==> config.mk <==
export PLATFORM = sky130hd
export DESIGN_NAME = vnu_pipe
export DESIGN_NICKNAME = d
export VERILOG_FILES = /design/src/rtl/ldpc_pkg.sv /design/src/rtl/vnu_sat.sv /design/src/rtl/vnu_pipe.sv
export SDC_FILE = /design/constraint.sdc
export NUM_CORES = 1
export LEC_CHECK = 0
export ABC_AREA = 1
export CAP_MARGIN = 20
export CORE_MARGIN = 3
export CORE_UTILIZATION = 40
export DETAILED_ROUTE_END_ITERATION = 7
export PLACE_DENSITY = 0.64
export SYNTH_ARGS = -nofsm -noshare
export SYNTH_HDL_FRONTEND = slang
export SYNTH_SLANG_ARGS = --single-unit
export TNS_END_PERCENT = 1
==> constraint.sdc <==
create_clock -name clk -period 3.83 [get_ports clk]
set_input_delay 0.766 -clock clk [delete_from_list [all_inputs] [get_ports clk]]
set_output_delay 0.766 -clock clk [all_outputs]
set_load 0.02 [all_outputs]
==> src/rtl/ldpc_pkg.sv <==
// rtl/ldpc_pkg.sv - shared LLR constants, types and saturation helpers
// Contents: LLR_W / MAX_DV defaults, packed edge vector type,
//           sat_llr (symmetric saturation), clamp_llr (-2^(w-1) fix-up).
package ldpc_pkg;

   localparam int LLR_W  = 8;
   localparam int MAX_DV = 16;

   typedef logic signed [LLR_W-1:0]          llr_t;
   typedef logic [MAX_DV-1:0][LLR_W-1:0]     edge_vec_t;

   // Saturate to the symmetric range [-(2^(width-1)-1), +(2^(width-1)-1)].
   function automatic int sat_llr(input int value, input int width);
      int lim;
      lim = (1 << (width - 1)) - 1;
      if (value > lim)
         return lim;
      else if (value < -lim)
         return -lim;
      else
         return value;
   endfunction

   // The most negative code has no positive twin; pull it in by one so
   // negation and saturation stay symmetric.
   function automatic int clamp_llr(input int value, input int width);
      if (value == -(1 << (width - 1)))
         return value + 1;
      else
         return value;
   endfunction

endpackage

==> src/rtl/vnu_sat.sv <==
// rtl/vnu_sat.sv - combinational symmetric saturation from IN_W to OUT_W bits
// Ports: wide (IN_W signed in), llr (OUT_W signed, saturated out).
module vnu_sat
   import ldpc_pkg::*;
#(
   parameter int IN_W  = 10,
   parameter int OUT_W = 8
) (
   input  logic signed [IN_W-1:0]  wide,
   output logic signed [OUT_W-1:0] llr
);

   assign llr = OUT_W'(sat_llr(int'(wide), OUT_W));

endmodule

==> src/rtl/vnu_pipe.sv <==
// rtl/vnu_pipe.sv - two-stage pipelined min-sum variable-node update
// Ports: clk, rst_n (async, active-low); in_valid/in_ready, first_iter,
//        intrinsic_info, msg_from_check (edge k at [k*W +: W]);
//        out_valid/out_ready, msg_to_check, hard_bit; vnu_over pulse.
module vnu_pipe
   import ldpc_pkg::*;
#(
   parameter int W  = LLR_W,
   parameter int DV = 3
) (
   input  logic                clk,
   input  logic                rst_n,
   input  logic                in_valid,
   output logic                in_ready,
   input  logic                first_iter,
   input  logic signed [W-1:0] intrinsic_info,
   input  logic [DV*W-1:0]     msg_from_check,
   output logic                out_valid,
   input  logic                out_ready,
   output logic [DV*W-1:0]     msg_to_check,
   output logic                hard_bit,
   output logic                vnu_over
);

   // Wide enough for (DV+1) full-scale terms without overflow.
   localparam int SW = W + $clog2(DV + 1);

   logic                 s1_adv, s2_adv;
   logic                 s1_valid;
   logic                 s1_first;
   logic signed [SW-1:0] s1_total;
   logic signed [W-1:0]  s1_msg [DV];

   logic signed [W-1:0]  intr_c;
   logic signed [W-1:0]  msg_c [DV];
   logic signed [SW-1:0] sum_c;
   logic signed [SW-1:0] ext_c [DV];
   logic signed [W-1:0]  sat_c [DV];
   logic [DV*W-1:0]      msg_next;

   assign s2_adv   = !out_valid || out_ready;
   assign s1_adv   = !s1_valid || s2_adv;
   assign in_ready = s1_adv;

   // S1: clamp inputs and form the a-posteriori total.
   always_comb begin
      intr_c = W'(clamp_llr(int'(intrinsic_info), W));
      sum_c  = SW'(intr_c);
      for (int k = 0; k < DV; k++) begin
         msg_c[k] = W'(clamp_llr(int'($signed(msg_from_check[k*W +: W])), W));
         if (!first_iter)
            sum_c = sum_c + SW'(msg_c[k]);
      end
   end

   always_ff @(posedge clk or negedge rst_n) begin
      if (!rst_n) begin
         s1_valid <= 1'b0;
         s1_first <= 1'b0;
         s1_total <= '0;
         for (int k = 0; k < DV; k++)
            s1_msg[k] <= '0;
      end else if (s1_adv) begin
         s1_valid <= in_valid;
         if (in_valid) begin
            s1_first <= first_iter;
            s1_total <= sum_c;
            for (int k = 0; k < DV; k++)
               s1_msg[k] <= msg_c[k];
         end
      end
   end

   // S2: extrinsic = total minus own edge; in first-iteration mode the
   // edge contributed nothing to the total, so nothing is removed.
   always_comb begin
      for (int k = 0; k < DV; k++)
         ext_c[k] = s1_first ? s1_total : (s1_total - SW'(s1_msg[k]));
   end

   for (genvar k = 0; k < DV; k++) begin : g_sat
      vnu_sat #(.IN_W(SW), .OUT_W(W)) u_sat (
         .wide (ext_c[k]),
         .llr  (sat_c[k])
      );
      assign msg_next[k*W +: W] = sat_c[k];
   end

   always_ff @(posedge clk or negedge rst_n) begin
      if (!rst_n) begin
         out_valid    <= 1'b0;
         msg_to_check <= '0;
         hard_bit     <= 1'b0;
         vnu_over     <= 1'b0;
      end else begin
         vnu_over <= out_valid && out_ready;
         if (s2_adv) begin
            out_valid <= s1_valid;
            if (s1_valid) begin
               msg_to_check <= msg_next;
               hard_bit     <= s1_total[SW-1];
            end
         end
      end
   end

endmodule

==> summary.txt <==
RSZ-0062 raised after global routing = yes
Worst Skew = 0.00921 ns
Residual DRC = 0
Final-report hold violation count = 0
Slowest-stage cell, CP = fa_2
WP buf/inv = 4
Most numerous cell in the Yosys netlist = nand2_1
Initial antenna violation count = 0
Fin. max-slew vios = 0
Main synth FF type = dfrtp_1
Clock Path Buffers = 2
Maximum operating frequency = 207 MHz
Mapped Nets = 1066
Synthesized cell area = 6240 µm²
Rows = 45
Crit path kind = in2reg
DP Worst Slack = -2.01 ns
Area grow syn2layout = 33.1%
Yosys warning count = 0
Pwr Total = 4.60 mW
CP max stage delay = 0.36 ns
Crit path max fanout = 4
Vias = 6183
Antenna diodes = 0
Global-route wire length before repair = 27300 µm
TritonCTS Buffers = 9
Final net count = 1205
Finished Layout Cells = 1317
Relative slew slack = 0.353
CTS sink cnt = 63
Clk root buf = clkbuf_16
First DRT Iteration DRCs = 301
Die span in y = 131 µm
Worst EP arrival = 5.02 ns
Status = complete, but fails checks
Final setup viols = 9
Number of synthesized flops with an enable pin = 0
Post-synthesis sequential area ratio = 0.253
Cells after Synth = 962
Placed Area = 7730 µm²
Initial Util = 0.409
Failing checks = negative setup slack
Synth cell types = 43
Final setup margin = -0.991 ns
Commonest cells in the netlist = 243 x nand2_1, 172 x inv_1, 82 x nor2_1, 70 x nand3_1, 68 x a21oi_1
Sum Neg Setup Slack = -5.15 ns
Post-Route WL = 16300 µm
Largest net degree at the start of global routing = 44
Grt total ovfl = 0
Final ANT Viol Nets = 0
Hold Slack = 0.476 ns
Share of layout cells above drive strength 1 = 0.182
Peak VDD IR = 0.000266 V
Worst-path clk slew = 0.05 ns
Die ar. = 17100 µm²
Setup crit end kind = flip-flop
Worst-Margin Slew = 0.970 ns
I/O pin count = 65
Avg Inst Size Synth = 6.49 µm²
Layout Utilization = 0.544
Synth area leaders = dfrtp_1 25%, nand2_1 15%, ha_1 12%
Chip Width = 131 µm
Yosys top cell by area = dfrtp_1
Vias/cell = 4.69
Post-layout min period = 4.82 ns
H-tree Lvls = 3
Cell mode on critical path = nand2_1
CP Launch Type = primary input
CTS Hold Bufs = 0
Seq cells post-synth = 63
Core ar. = 15300 µm²
Pwr Density = 554 nW/µm²
Post-synth ARST share = 1.00
Placer Congestion = 0.917
TritonCTS clock tree = built
Drt first pass iters = 4
Port bufs = 64
WL/cell = 12.4 µm
Cell family contributing the most delay on the critical path = simple AND/OR/NAND/NOR gates
Post-placement cell count = 1293
Ratio of final minimum period to clock period = 1.26
Total track usage = 0.200
Final instance area = 8310 µm²
Share of the synthesized area in the top cell type = 0.253
Hold WC Path Type = reg2reg
Vias in the first global route = 5792
Detailed Place HPWL = 13500 µm
Worst-Skew Late Latency = 0.34 ns
Leakage Power = 4.41 nW
Worst EP required = 4.03 ns
Max cap viols = 0
-- state kept, by name (all words and copies together) (netlist names) --
name          flops
s1_valid          1
vnu_over          1
s1_msg           24
out_valid         1
hard_bit          1
s1_first          1
msg_to_check     24
s1_total         10
-- tightest hold or removal path: stages (launching register included) --
cell,delay (ns)
dfrtp_1,0.34
nand2_1,0.05
nand2_1,0.05
-- cells in the final DEF, fill, tap and decap left out, drive strengths merged, types with 17 or more instances in the layout --
master         count
inv              174
nand3             72
ha                61
a21oi             71
o21ai             60
clkdlybuf4s50     47
nor2              83
nand2            255
dfrtp             63
buf              111
xor2              17
-- area by class of cell --
class                      instances  area, µm²
clock buffer                      11        253
multi-input combinational        684       4020
sequential                        63       1580
inverter                         175        682
clock inverter                     5        104
timing repair buffer             168       1410
tap                              211        264
fill                            1509       6950
-- path summary, 6_finish.rpt --
| path | end | from | cells after the start | slack, ns |
|---|---|---|---|---|
| max in group asynchronous | msg_to_check[15] | rst_n | 2 | 2.43 |
| hold / removal | msg_to_check[15] | msg_to_check[15] | 2 | 0.48 |
| min in group asynchronous | msg_to_check[18] | rst_n | 1 | 0.58 |
| hold reg to reg | msg_to_check[15] | msg_to_check[15] | 2 | 0.48 |
| setup reg to reg | msg_to_check[0] | s1_first | 12 | 1.27 |
| setup / recovery | s1_total[9] | msg_from_check[0] | 31 | -0.99 |
-- per-layer routing --
metal	track usage	up-vias	share of wire
li1	-	3312	-
met1	0.262	2715	0.47
met2	0.334	121	0.46
met3	0.0244	35	0.041
met4	0.0853	0	0.027
met5	0	-	0
-- power breakdown --
part | total (mW) | switching, mW | internal (mW)
clock | 0.967 | 0.296 | 0.670
combinational | 2.62 | 1.52 | 1.10
sequential | 1.01 | 0.148 | 0.865
-- kinds of logic after synthesis --
family,after synthesis,synth area share
AOI/OAI and AO/OA,149,0.131
DFF,63,0.253
buffers and inverters,215,0.138
and+or+nand+nor,444,0.304
adders and majority gates,67,0.142
xor gates and xnor gates,24,0.0337
-- what timing repair did --
item                       in CTS  in global routing
pin swaps                      25                 13
setup buffers                   7                  1
setup endpoints to repair       9                  9
resized for setup              73                 15
(Power assumes the default switching activity.)
